--- src/rtl/mc_control_fsm_pkg.sv ---
// Shared types and encodings for the multi-cycle control unit.
// The TRAP state only exists when ILLEGAL_TRAP_EN is defined.
package mc_control_fsm_pkg;

    typedef enum logic [3:0] {
        S_FETCH,
        S_DECODE,
        S_EXEC_R,
        S_EXEC_SH,
        S_MEM_ADDR,
        S_MEM_RD,
        S_MEM_WB,
        S_MEM_WR,
        S_R_WB,
        S_BRANCH,
        S_JUMP,
        S_HALT
`ifdef ILLEGAL_TRAP_EN
        , S_TRAP
`endif
    } state_t;

    localparam logic [3:0] OP_ADD   = 4'b0000;
    localparam logic [3:0] OP_SUB   = 4'b0001;
    localparam logic [3:0] OP_SHIFT = 4'b0010;
    localparam logic [3:0] OP_NAND  = 4'b0011;
    localparam logic [3:0] OP_OR    = 4'b0100;
    localparam logic [3:0] OP_LW    = 4'b0110;
    localparam logic [3:0] OP_SW    = 4'b0111;
    localparam logic [3:0] OP_BEQ   = 4'b1000;
    localparam logic [3:0] OP_JMP   = 4'b1001;
    localparam logic [3:0] OP_HALT  = 4'b1111;

    localparam logic [2:0] ALU_ADD   = 3'b000;
    localparam logic [2:0] ALU_SUB   = 3'b001;
    localparam logic [2:0] ALU_SHIFT = 3'b010;
    localparam logic [2:0] ALU_NAND  = 3'b011;
    localparam logic [2:0] ALU_OR    = 3'b100;

    localparam logic [1:0] SRC_B_REG   = 2'b00;
    localparam logic [1:0] SRC_B_ONE   = 2'b01;
    localparam logic [1:0] SRC_B_SEXT4 = 2'b10;
    localparam logic [1:0] SRC_B_ZEXT8 = 2'b11;

    localparam logic [1:0] PC_SRC_ALU    = 2'b00;
    localparam logic [1:0] PC_SRC_ALUOUT = 2'b01;
    localparam logic [1:0] PC_SRC_JUMP   = 2'b10;
    localparam logic [1:0] PC_SRC_TRAP   = 2'b11;

    typedef struct packed {
        logic [2:0] alu_op;
        logic       alu_src_a;
        logic [1:0] alu_src_b;
        logic       pc_en;
        logic [1:0] pc_source;
        logic       i_or_d;
        logic       mem_read;
        logic       mem_write;
        logic       ir_write;
        logic       reg_write;
        logic       reg_dst;
        logic       mem_to_reg;
    } ctrl_word_t;

    // Register-register ALU ops, whose opcode[2:0] is the ALU select itself.
    function automatic logic is_rtype(input logic [3:0] op);
        return (op == OP_ADD) || (op == OP_SUB) || (op == OP_NAND) || (op == OP_OR);
    endfunction

endpackage

--- src/rtl/mc_control_fsm_decode.sv ---
// State-to-control-word mapping for mc_control_fsm (purely combinational).
// Honors ILLEGAL_TRAP_EN for the TRAP state's PC load.
module mc_ctrl_decode
    import mc_control_fsm_pkg::*;
(
    input  state_t     i_state,
    input  logic [2:0] i_alu_func,
    input  logic       i_zero,
    input  logic       i_mem_ready,
    output ctrl_word_t o_cw
);

    always_comb begin
        o_cw = '0;
        unique case (i_state)
            S_FETCH: begin
                o_cw.mem_read  = 1'b1;
                o_cw.alu_src_b = SRC_B_ONE;
                o_cw.alu_op    = ALU_ADD;
                o_cw.pc_source = PC_SRC_ALU;
                o_cw.ir_write  = i_mem_ready;
                o_cw.pc_en     = i_mem_ready;
            end
            S_DECODE: begin
                // Branch target precompute into ALUOut.
                o_cw.alu_op    = ALU_ADD;
                o_cw.alu_src_b = SRC_B_SEXT4;
            end
            S_EXEC_R: begin
                o_cw.alu_op    = i_alu_func;
                o_cw.alu_src_a = 1'b1;
                o_cw.alu_src_b = SRC_B_REG;
            end
            S_EXEC_SH: begin
                o_cw.alu_op    = ALU_SHIFT;
                o_cw.alu_src_a = 1'b1;
                o_cw.alu_src_b = SRC_B_ZEXT8;
            end
            S_R_WB: begin
                o_cw.reg_write = 1'b1;
                o_cw.reg_dst   = 1'b1;
            end
            S_MEM_ADDR: begin
                o_cw.alu_op    = ALU_ADD;
                o_cw.alu_src_a = 1'b1;
                o_cw.alu_src_b = SRC_B_SEXT4;
            end
            S_MEM_RD: begin
                o_cw.i_or_d   = 1'b1;
                o_cw.mem_read = 1'b1;
            end
            S_MEM_WB: begin
                o_cw.reg_write  = 1'b1;
                o_cw.mem_to_reg = 1'b1;
            end
            S_MEM_WR: begin
                o_cw.i_or_d    = 1'b1;
                o_cw.mem_write = 1'b1;
            end
            S_BRANCH: begin
                o_cw.alu_op    = ALU_SUB;
                o_cw.alu_src_a = 1'b1;
                o_cw.alu_src_b = SRC_B_REG;
                o_cw.pc_source = PC_SRC_ALUOUT;
                o_cw.pc_en     = i_zero;
            end
            S_JUMP: begin
                o_cw.pc_en     = 1'b1;
                o_cw.pc_source = PC_SRC_JUMP;
            end
`ifdef ILLEGAL_TRAP_EN
            S_TRAP: begin
                o_cw.pc_en     = 1'b1;
                o_cw.pc_source = PC_SRC_TRAP;
            end
`endif
            default: ;
        endcase
    end

endmodule

--- src/rtl/mc_control_fsm.sv ---
// Multi-cycle instruction sequencer: state register, next-state logic, sticky flags.
// Define ILLEGAL_TRAP_EN to trap illegal opcodes to TRAP_VECTOR instead of NOP-ing them.
module mc_control_fsm
    import mc_control_fsm_pkg::*;
#(
    parameter logic [15:0] TRAP_VECTOR = 16'h0010
) (
    input  logic       clk,
    input  logic       rst,
    input  logic [3:0] opcode,
    input  logic       zero,
    input  logic       mem_ready,
    output logic [2:0] alu_op,
    output logic       alu_src_a,
    output logic [1:0] alu_src_b,
    output logic       pc_en,
    output logic [1:0] pc_source,
    output logic       i_or_d,
    output logic       mem_read,
    output logic       mem_write,
    output logic       ir_write,
    output logic       reg_write,
    output logic       reg_dst,
    output logic       mem_to_reg,
    output logic       halted,
    output logic       illegal
);

    state_t     r_state;
    state_t     w_next_state;
    logic       r_halted;
    ctrl_word_t w_dec_cw;
    ctrl_word_t w_cw;

    always_comb begin
        w_next_state = r_state;
        unique case (r_state)
            S_FETCH:    if (mem_ready) w_next_state = S_DECODE;
            S_DECODE: begin
                if (is_rtype(opcode))                        w_next_state = S_EXEC_R;
                else if (opcode == OP_SHIFT)                 w_next_state = S_EXEC_SH;
                else if (opcode == OP_LW || opcode == OP_SW) w_next_state = S_MEM_ADDR;
                else if (opcode == OP_BEQ)                   w_next_state = S_BRANCH;
                else if (opcode == OP_JMP)                   w_next_state = S_JUMP;
                else if (opcode == OP_HALT)                  w_next_state = S_HALT;
`ifdef ILLEGAL_TRAP_EN
                else                                         w_next_state = S_TRAP;
`else
                else                                         w_next_state = S_FETCH;
`endif
            end
            S_EXEC_R:   w_next_state = S_R_WB;
            S_EXEC_SH:  w_next_state = S_R_WB;
            S_R_WB:     w_next_state = S_FETCH;
            S_MEM_ADDR: w_next_state = (opcode == OP_LW) ? S_MEM_RD : S_MEM_WR;
            S_MEM_RD:   if (mem_ready) w_next_state = S_MEM_WB;
            S_MEM_WB:   w_next_state = S_FETCH;
            S_MEM_WR:   if (mem_ready) w_next_state = S_FETCH;
            S_BRANCH:   w_next_state = S_FETCH;
            S_JUMP:     w_next_state = S_FETCH;
            S_HALT:     w_next_state = S_HALT;
            default:    w_next_state = S_FETCH;
        endcase
    end

    always_ff @(posedge clk) begin
        if (rst) begin
            r_state  <= S_FETCH;
            r_halted <= 1'b0;
        end else begin
            r_state <= w_next_state;
            if (w_next_state == S_HALT) r_halted <= 1'b1;
        end
    end

`ifdef ILLEGAL_TRAP_EN
    logic r_illegal;

    always_ff @(posedge clk) begin
        if (rst)                            r_illegal <= 1'b0;
        else if (w_next_state == S_TRAP)    r_illegal <= 1'b1;
    end

    assign illegal = r_illegal & ~rst;
`else
    assign illegal = 1'b0;
`endif

    mc_ctrl_decode u_decode (
        .i_state     (r_state),
        .i_alu_func  (opcode[2:0]),
        .i_zero      (zero),
        .i_mem_ready (mem_ready),
        .o_cw        (w_dec_cw)
    );

    // Reset blanks every output in the cycle it is asserted, even mid-transfer.
    assign w_cw = rst ? '0 : w_dec_cw;

    assign alu_op     = w_cw.alu_op;
    assign alu_src_a  = w_cw.alu_src_a;
    assign alu_src_b  = w_cw.alu_src_b;
    assign pc_en      = w_cw.pc_en;
    assign pc_source  = w_cw.pc_source;
    assign i_or_d     = w_cw.i_or_d;
    assign mem_read   = w_cw.mem_read;
    assign mem_write  = w_cw.mem_write;
    assign ir_write   = w_cw.ir_write;
    assign reg_write  = w_cw.reg_write;
    assign reg_dst    = w_cw.reg_dst;
    assign mem_to_reg = w_cw.mem_to_reg;
    assign halted     = r_halted & ~rst;

endmodule

--- config.mk ---
export PLATFORM = sky130hd
export DESIGN_NAME = mc_control_fsm
export DESIGN_NICKNAME = d
export VERILOG_FILES = /design/src/rtl/mc_control_fsm_pkg.sv /design/src/rtl/mc_control_fsm_decode.sv /design/src/rtl/mc_control_fsm.sv
export SDC_FILE = /design/constraint.sdc
export NUM_CORES = 1
export LEC_CHECK = 0
export CORE_AREA = 2 2 55 57
export DETAILED_ROUTE_END_ITERATION = 7
export DIE_AREA = 0 0 57 59
export MAX_ROUTING_LAYER = met4
export PLACE_DENSITY = 0.64
export SETUP_SLACK_MARGIN = 0.3
export SLEW_MARGIN = 25
export SYNTH_ARGS = -nofsm -noshare
export SYNTH_HDL_FRONTEND = slang
export SYNTH_HIERARCHICAL = 1
export SYNTH_SLANG_ARGS = --single-unit
--- constraint.sdc ---
create_clock -name clk -period 3.9 [get_ports clk]
set_input_delay 0.585 -clock clk [delete_from_list [all_inputs] [get_ports clk]]
set_output_delay 0.585 -clock clk [all_outputs]
set_load 0.02 [all_outputs]
==> results of run 1 <==
-- routing by layer --
layer	global-route usage (%)	vias up	share of wire (%)
met5	-	-	0
li1	-	412	-
met4	3.99	0	1.4
met3	1.75	3	4.3
met1	15.5	367	49
met2	17.9	15	46
-- stage by stage --
stage | cells | power, mW | util [%] | area, sq um
floorplan | 110 | 0.119 | - | 793
global placement | 155 | 0.142 | 36.5 | 990
detailed placement | 155 | 0.143 | 36.5 | 990
CTS | 159 | 0.206 | 37.5 | 1020
global route | 159 | 0.219 | 37.5 | 1020
finish | 159 | 0.202 | 37.5 | 1020
-- sequential cells by signal, summed over array words and instances, names as in the netlist --
name and cells:
r_halted 1, r_state 4
-- path summary, 6_finish.rpt --
| path | to | depth (start not counted) |
|---|---|---|
| setup / recovery | reg_write | 5 |
| hold / removal | r_halted$_SDFFE_PP0N_ | 2 |
| setup reg to reg | r_halted$_SDFFE_PP0N_ | 5 |
| hold reg to reg | r_halted$_SDFFE_PP0N_ | 2 |
-- area by class of cell --
| cell class | count | area [sq um] | area share [%] |
|---|---|---|---|
| Tap cell | 31 | 38.8 | 3.82 |
| Sequential cell | 5 | 100 | 9.85 |
| Multi-Input combinational cell | 90 | 592 | 58.3 |
| Timing Repair Buffer | 24 | 240 | 23.6 |
| Clock buffer | 4 | 26.3 | 2.59 |
| Inverter | 5 | 18.8 | 1.85 |
-- worst max-delay path, stage by stage (launching register included) --
cell and delay [ns]:
dfxtp_1 0.82, nand2b_1 0.23, a2bb2oi_1 0.18, nor2_1 0.11, nor2b_1 0.14, clkdlybuf4s50_1 0.62
-- logic make-up after synthesis --
| family | after synthesis | synth area share [%] |
|---|---|---|
| other | 1 | 0.473 |
| and+or+nand+nor | 61 | 45.4 |
| DFF | 5 | 12.6 |
| muxes | 2 | 2.68 |
| buffers and inverters | 15 | 12.8 |
| AOI/OAI and AO/OA | 24 | 23.8 |
| xor gates and xnor gates | 2 | 2.21 |
-- Yosys cell counts, drive strengths merged (2+ instances only) --
cell    number  area, sq um
nor2b       17          106
clkbuf       2         11.3
and2b        2         17.5
nand2b       5         31.3
and3         2         12.5
dfxtp        5          100
nor4         3         18.8
buf          8         71.3
nor2        13         48.8
inv          5         18.8
a21oi        9         56.3
nor4b        2         38.8
a211o        2         18.8
nor3         6         30.0
o21ai        3         15.0
o32ai        2         25.0
xor2         2         17.5
nand2        7         28.8
-- power by group --
part / switching [mW] / total [mW] / internal, mW
registers: 0.0109 / 0.0643 / 0.0534
logic: 0.0382 / 0.0776 / 0.0394
clock network: 0.0216 / 0.0603 / 0.0387
total: 0.0706 / 0.202 / 0.132
==> metrics, run 1 <==
max-slew violations 0; Hold Slack 0.476 ns; CP required 3.31 ns; Port-buffer cells 24; vias in the first global route 718; clk_lat worst skew 0.24 ns; die height 59 um; total CTS buffers 3; Crit Path Class flip-flop to output pin; Worst Min Path Start r_halted$_SDFFE_PP0N_; Hold WC Path Type flip-flop to flip-flop; Cell Area, Synth 793 sq um; CTS tree built; gate count of the mapped netlist 110; Tcrit/Tclk final 75.0%; Worst-path clk slew 0.04 ns; Starting Density 29.3%; cell leakage power 0.337 nW; post_cts resized 0; hold_buf cts 0; Placement Setup Slack 1.04 ns; share of layout cells above drive strength 1 11.7%; PD cells 199 nW/um^2; worst setup path start r_state[3]$_SDFF_PP0_; post-route setup slack 0.975 ns; CTS Root Cell clkbuf_4; Syn-to-layout area delta 28.1%; EDFF count, synth 0; row cnt 19; Sink Count 5; Seq/Total Area, Yosys 12.6%; antenna viol nets, final 0; Post-CTS Setup Bufs 0; vias per inst 5.01; Clock Skew 0.00310 ns; Via Count 797; outcome finished, final reports clean; worst path arrival time 2.34 ns; reg-to-reg slack, setup 2.04 ns; GRT Total Usage 11.6%; hold violation count in the final report 0; Die X 57 um; Placer Congestion 0.822; Slew headroom 47.6%; global-route wire length before repair 3.08 mm; total gr overflow 0; CP endpoint kind output pin; Final #Nets 137; reg2reg start r_state[2]$_SDFF_PP0_; CTS H-tree lvls 1; number of I/O pins 26; commonest cells after routing, fill and taps aside 24 x clkdlybuf4s50_1, 17 x nor2b_1, 13 x nor2_1; RSZ-0062 raised after global routing no; DP HPWL 1.29 mm; Core Area 2710 sq um; Layout fillers 291; Longest Clk Path Bufs 2; FF+latch count, synth 5; max_cap viols 0; wirelength, routed 1.75 mm; Yosys cell types 45; initial antenna violation count 0; Mapped Nets 118; max frequency 342 MHz; total number of yosys warnings 6; Final setup viols 0; crit-path max FO 23; drt drc 0; diodes inserted 0; CP startpoint kind flip-flop; fin crit period 2.92 ns; asr flop ratio synth 0%; 1st-iter DRT viols 15; syn avg cell area 7.21 sq um; Fin Setup TNS 0 ns; worst-margin pin slew 0.785 ns; largest net degree at the start of global routing 24; die footprint 3360 sq um; average wire per standard cell 11.0 um; Most used DFF post-synth dfxtp_1; router iterations before antenna repair 4; maximum vdd drop 0.148 mV; commonest non-fill, non-tap cell in the layout clkdlybuf4s50_1
(Power assumes the default switching activity.)
==> run 2, diff against run 1 <==
--- a/config.mk
+++ b/config.mk
@@ -9,7 +9,7 @@
 export DETAILED_ROUTE_END_ITERATION = 7
 export DIE_AREA = 0 0 57 59
 export MAX_ROUTING_LAYER = met4
-export PLACE_DENSITY = 0.64
+export PLACE_DENSITY = 0.66
 export SETUP_SLACK_MARGIN = 0.3
 export SLEW_MARGIN = 25
 export SYNTH_ARGS = -nofsm -noshare
==> constraint.sdc (replaced) <==
create_clock -name clk -period 2.6 [get_ports clk]
set_input_delay 0.39 -clock clk [delete_from_list [all_inputs] [get_ports clk]]
set_output_delay 0.39 -clock clk [all_outputs]
set_load 0.02 [all_outputs]
==> run 2 against run 1 <==
Compared with the run above: die area stayed put; flip-flop and latch count unchanged; final area up 7.5%; combinational power up 68%; core utilization up 2.8 points; via count grew 2.4%; register-to-register slack lost 0.96 ns; global-route usage increased by 0.89 points; sequential power rose by 38%; largest cell class unchanged.
==> metrics, run 2 (synthesized netlist as in run 1, its figures left out) <==
Hold Slack 0.480 ns; outcome finished, final reports clean; CP endpoint kind output pin; Fin Setup TNS 0 ns; Sink Count 5; max frequency 453 MHz; CTS Root Cell clkbuf_4; max-slew violations 0; Clock Skew 0.00225 ns; Slew headroom 62.3%; vias per inst 4.89; max_cap viols 0; CP required 2.21 ns; cell leakage power 0.503 nW; Longest Clk Path Bufs 2; largest net degree at the start of global routing 19; commonest non-fill, non-tap cell in the layout nor2b_1; Placed Area 1050 sq um; Tcrit/Tclk final 84.9%; wirelength, routed 1.90 mm; RSZ-0062 raised after global routing no; Worst-path clk slew 0.05 ns; post-route setup slack 0.392 ns; drt drc 0; maximum vdd drop 0.239 mV; Final #Nets 145; clk_lat worst skew 0.24 ns; PD cells 284 nW/um^2; die footprint 3360 sq um; Core Area 2710 sq um; die height 59 um; worst hold stages 2; hold violation count in the final report 0; final core occ 40.3%; Top reg by flops r_state; crit-path max FO 12; worst-margin pin slew 0.565 ns; number of I/O pins 26; router iterations before antenna repair 4; fin crit period 2.21 ns; Hold WC Path Type flip-flop to flip-flop; Post-CTS Setup Bufs 0; CTS tree built; Port-buffer cells 24; CP startpoint kind flip-flop; design area 1090 sq um; total CTS buffers 3; reg2reg path depth 5; total power 0.310 mW; max reg flops 4; Starting Density 29.3%; worst path arrival time 1.82 ns; CTS H-tree lvls 1; Largest regs r_state x4, r_halted x1; vias in the first global route 750; GRT Total Usage 12.5%; DP HPWL 1.46 mm; Crit Path Class flip-flop to output pin; diodes inserted 0; antenna viol nets, final 0; share of layout cells above drive strength 1 20.6%; Syn-to-layout area delta 37.7%; global-route wire length before repair 3.28 mm; Final setup viols 0; total gr overflow 0; Cell Count, Final, Fillers Out 167; average wire per standard cell 11.4 um; Die X 57 um; commonest cells after routing, fill and taps aside 17 x nor2b_1, 13 x nor2_1, 13 x clkdlybuf4s50_1; Via Count 816; Placer Congestion 0.817; Inst Count DP 163; 1st-iter DRT viols 24; Placement Setup Slack 0.102 ns; initial antenna violation count 0; row cnt 19
-- run 2: what timing repair did --
| item | 4_1_cts | 5_1_grt |
|---|---|---|
| hold buffers | 0 | 0 |
| pin swaps | 0 | 0 |
| gates resized for setup | 8 | 10 |
| gates cloned | 0 | 0 |
| endpoints found under the setup margin | 17 | 12 |
-- run 2: routing by layer --
metal	share of wire, %	track usage, %
met1	49	17.0
met4	0.79	4.65
met2	45	18.9
met3	4.6	1.53
met5	0	-
-- run 2: power breakdown --
group          total, mW  switching, mW  leakage, nW  internal, mW
combinational      0.130         0.0669        0.446        0.0627
sequential        0.0889        0.00883       0.0427        0.0801
clock             0.0915         0.0333       0.0150        0.0581
-- run 2: path summary, 6_finish.rpt --
| kind | start | to | slack [ns] |
|---|---|---|---|
| min | r_halted$_SDFFE_PP0N_ | r_halted$_SDFFE_PP0N_ | 0.48 |
| min reg2reg | r_halted$_SDFFE_PP0N_ | r_halted$_SDFFE_PP0N_ | 0.48 |
| max | r_state[2]$_SDFF_PP0_ | mem_write | 0.39 |
| max reg2reg | r_state[3]$_SDFF_PP0_ | r_halted$_SDFFE_PP0N_ | 1.08 |
-- run 2: layout make-up --
cell class | instances | area (sq um)
clock buffer | 4 | 26.3
fill | 285 | 1620
inverter | 5 | 18.8
multi-input combinational | 90 | 592
sequential | 5 | 108
tap | 31 | 38.8
timing repair buffer | 32 | 309
-- run 2: worst max-delay path, stage by stage (launching register included) --
cell	delay [ns]
dfxtp_2	0.45
nand2b_1	0.14
nor2_1	0.12
and2_1	0.12
nor2b_1	0.12
clkdlybuf4s50_1	0.62
==> run 3, diff against run 2 <==
--- a/config.mk
+++ b/config.mk
@@ -9,7 +9,7 @@
 export DETAILED_ROUTE_END_ITERATION = 7
 export DIE_AREA = 0 0 57 59
 export MAX_ROUTING_LAYER = met4
-export PLACE_DENSITY = 0.66
+export PLACE_DENSITY = 0.64
 export SETUP_SLACK_MARGIN = 0.3
 export SLEW_MARGIN = 25
 export SYNTH_ARGS = -nofsm -noshare
==> constraint.sdc (replaced) <==
create_clock -name clk -period 2.1 [get_ports clk]
set_input_delay 0.315 -clock clk [delete_from_list [all_inputs] [get_ports clk]]
set_output_delay 0.315 -clock clk [all_outputs]
set_load 0.02 [all_outputs]
==> run 3 against run 2 <==
Compared with the run above: power grew 26%; die area did not move; final area grew 1.5%; non-clock buffer count up 6; clock skew rose by 0.0038 ns; final cell count up 3.6%; sequential share of layout area is 0.081 points higher; hold slack lost 0.0092 ns; sequential power increased by 21%; critical path depth did not move; flip-flop and latch count is the same; critical endpoint is now pc_en; highest routed layer unchanged.
==> metrics, run 3 (synthesized netlist as in run 1, its figures left out) <==
Clock Skew 0.00602 ns; diodes inserted 0; CP startpoint kind flip-flop; fin crit period 1.79 ns; CTS tree built; post-route setup slack 0.309 ns; GRT Total Usage 11.9%; drt drc 0; Sink Count 5; worst path arrival time 1.48 ns; CP endpoint kind output pin; outcome finished, final reports clean; max-slew violations 0; Syn-to-layout area delta 39.7%; Final #Nets 151; Inst Count DP 169; die height 59 um; router iterations before antenna repair 4; crit-path max FO 8; CTS H-tree lvls 1; max reg flops 4; commonest cells after routing, fill and taps aside 15 x nor2b_1, 13 x buf_4, 12 x nor2_1; antenna viol nets, final 0; CTS Root Cell clkbuf_4; Placed Area 1110 sq um; Fin Setup TNS 0 ns; max_cap viols 0; max frequency 558 MHz; Cell Count, Final, Fillers Out 173; Core Area 2710 sq um; 1st-iter DRT viols 28; Hold WC Path Type flip-flop to flip-flop; Starting Density 29.3%; share of layout cells above drive strength 1 34.5%; cell leakage power 0.449 nW; Die X 57 um; total CTS buffers 3; hold violation count in the final report 0; design area 1110 sq um; DP HPWL 1.52 mm; Placer Congestion 0.890; FF/Latch Area 110 sq um; initial antenna violation count 0; Port-buffer cells 24; wirelength, routed 1.93 mm; RSZ-0062 raised after global routing yes; global-route wire length before repair 3.17 mm; Longest Clk Path Bufs 2; number of I/O pins 26; CP required 1.78 ns; total gr overflow 0; vias per inst 5.06; commonest non-fill, non-tap cell in the layout nor2b_1; maximum vdd drop 0.517 mV; average wire per standard cell 11.2 um; Post-CTS Setup Bufs 0; die footprint 3360 sq um; Top reg by flops r_state; Final setup viols 0; largest net degree at the start of global routing 21; Layout fillers 313; Crit Path Class flip-flop to output pin; Placement Setup Slack -0.161 ns; hold_buf cts 0; final core occ 40.9%; vias in the first global route 810; Hold Slack 0.471 ns; Worst-path clk slew 0.04 ns; Largest regs r_state x4, r_halted x1; multi-input logic area 607 sq um; row cnt 19; Tcrit/Tclk final 85.3%; PD cells 353 nW/um^2; total power 0.391 mW; Via Count 875; clk_lat worst skew 0.24 ns
run 3: changes by cell type in the layout (fill, tap and decap cells not counted), moves of 2 or more:
cell and delta:
clkdlybuf4s15_1 +3, nor2b_1 -2, clkbuf_2 +2, buf_2 +7
buf_4 +5, clkdlybuf4s50_1 -6, nor2b_2 +2, dlymetal6s2s_1 -7
buf_6 +2
run 3: worst paths after layout:
path / cells past startpoint / slack, ns / start / end
setup / recovery: 5 / 0.31 / r_state[1]$_SDFF_PP0_ / pc_en
hold / removal: 2 / 0.47 / r_halted$_SDFFE_PP0N_ / r_halted$_SDFFE_PP0N_
setup reg to reg: 5 / 0.55 / r_state[3]$_SDFF_PP0_ / r_halted$_SDFFE_PP0N_
hold reg to reg: 2 / 0.47 / r_halted$_SDFFE_PP0N_ / r_halted$_SDFFE_PP0N_
run 3: per-layer routing:
layer	share of wire, %	GRT usage (%)	wire length [um]	vias up
li1	-	-	-	445
met1	47	13.7	897	402
met2	48	21.0	917	26
met3	4.9	3.71	94	2
met4	1.0	1.33	20	0
met5	0	-	0	-
run 3: layout make-up:
| type | count | share of cell area [%] |
|---|---|---|
| Multi-Input combinational cell | 90 | 54.7 |
| Sequential cell | 5 | 9.93 |
| Clock buffer | 4 | 2.37 |
| Timing Repair Buffer | 38 | 27.8 |
| Tap cell | 31 | 3.50 |
| Inverter | 5 | 1.69 |
run 3: repair_timing:
| item | 4_1_cts | 5_1_grt |
|---|---|---|
| setup endpoints to repair | 17 | 14 |
| pin swaps | 0 | 1 |
| gates resized for setup | 44 | 23 |
run 3: critical path, cell delays in order, from the launching register on:
cell	delay, ns
dfxtp_4	0.37
and2b_4	0.27
nand2_1	0.06
a311oi_2	0.23
nor2b_2	0.16
buf_4	0.14
run 3: power breakdown:
| group | internal, mW | switching (mW) | total (mW) |
|---|---|---|---|
| combinational | 0.0861 | 0.0884 | 0.175 |
| clock | 0.0717 | 0.0368 | 0.108 |
| sequential | 0.0989 | 0.00899 | 0.108 |
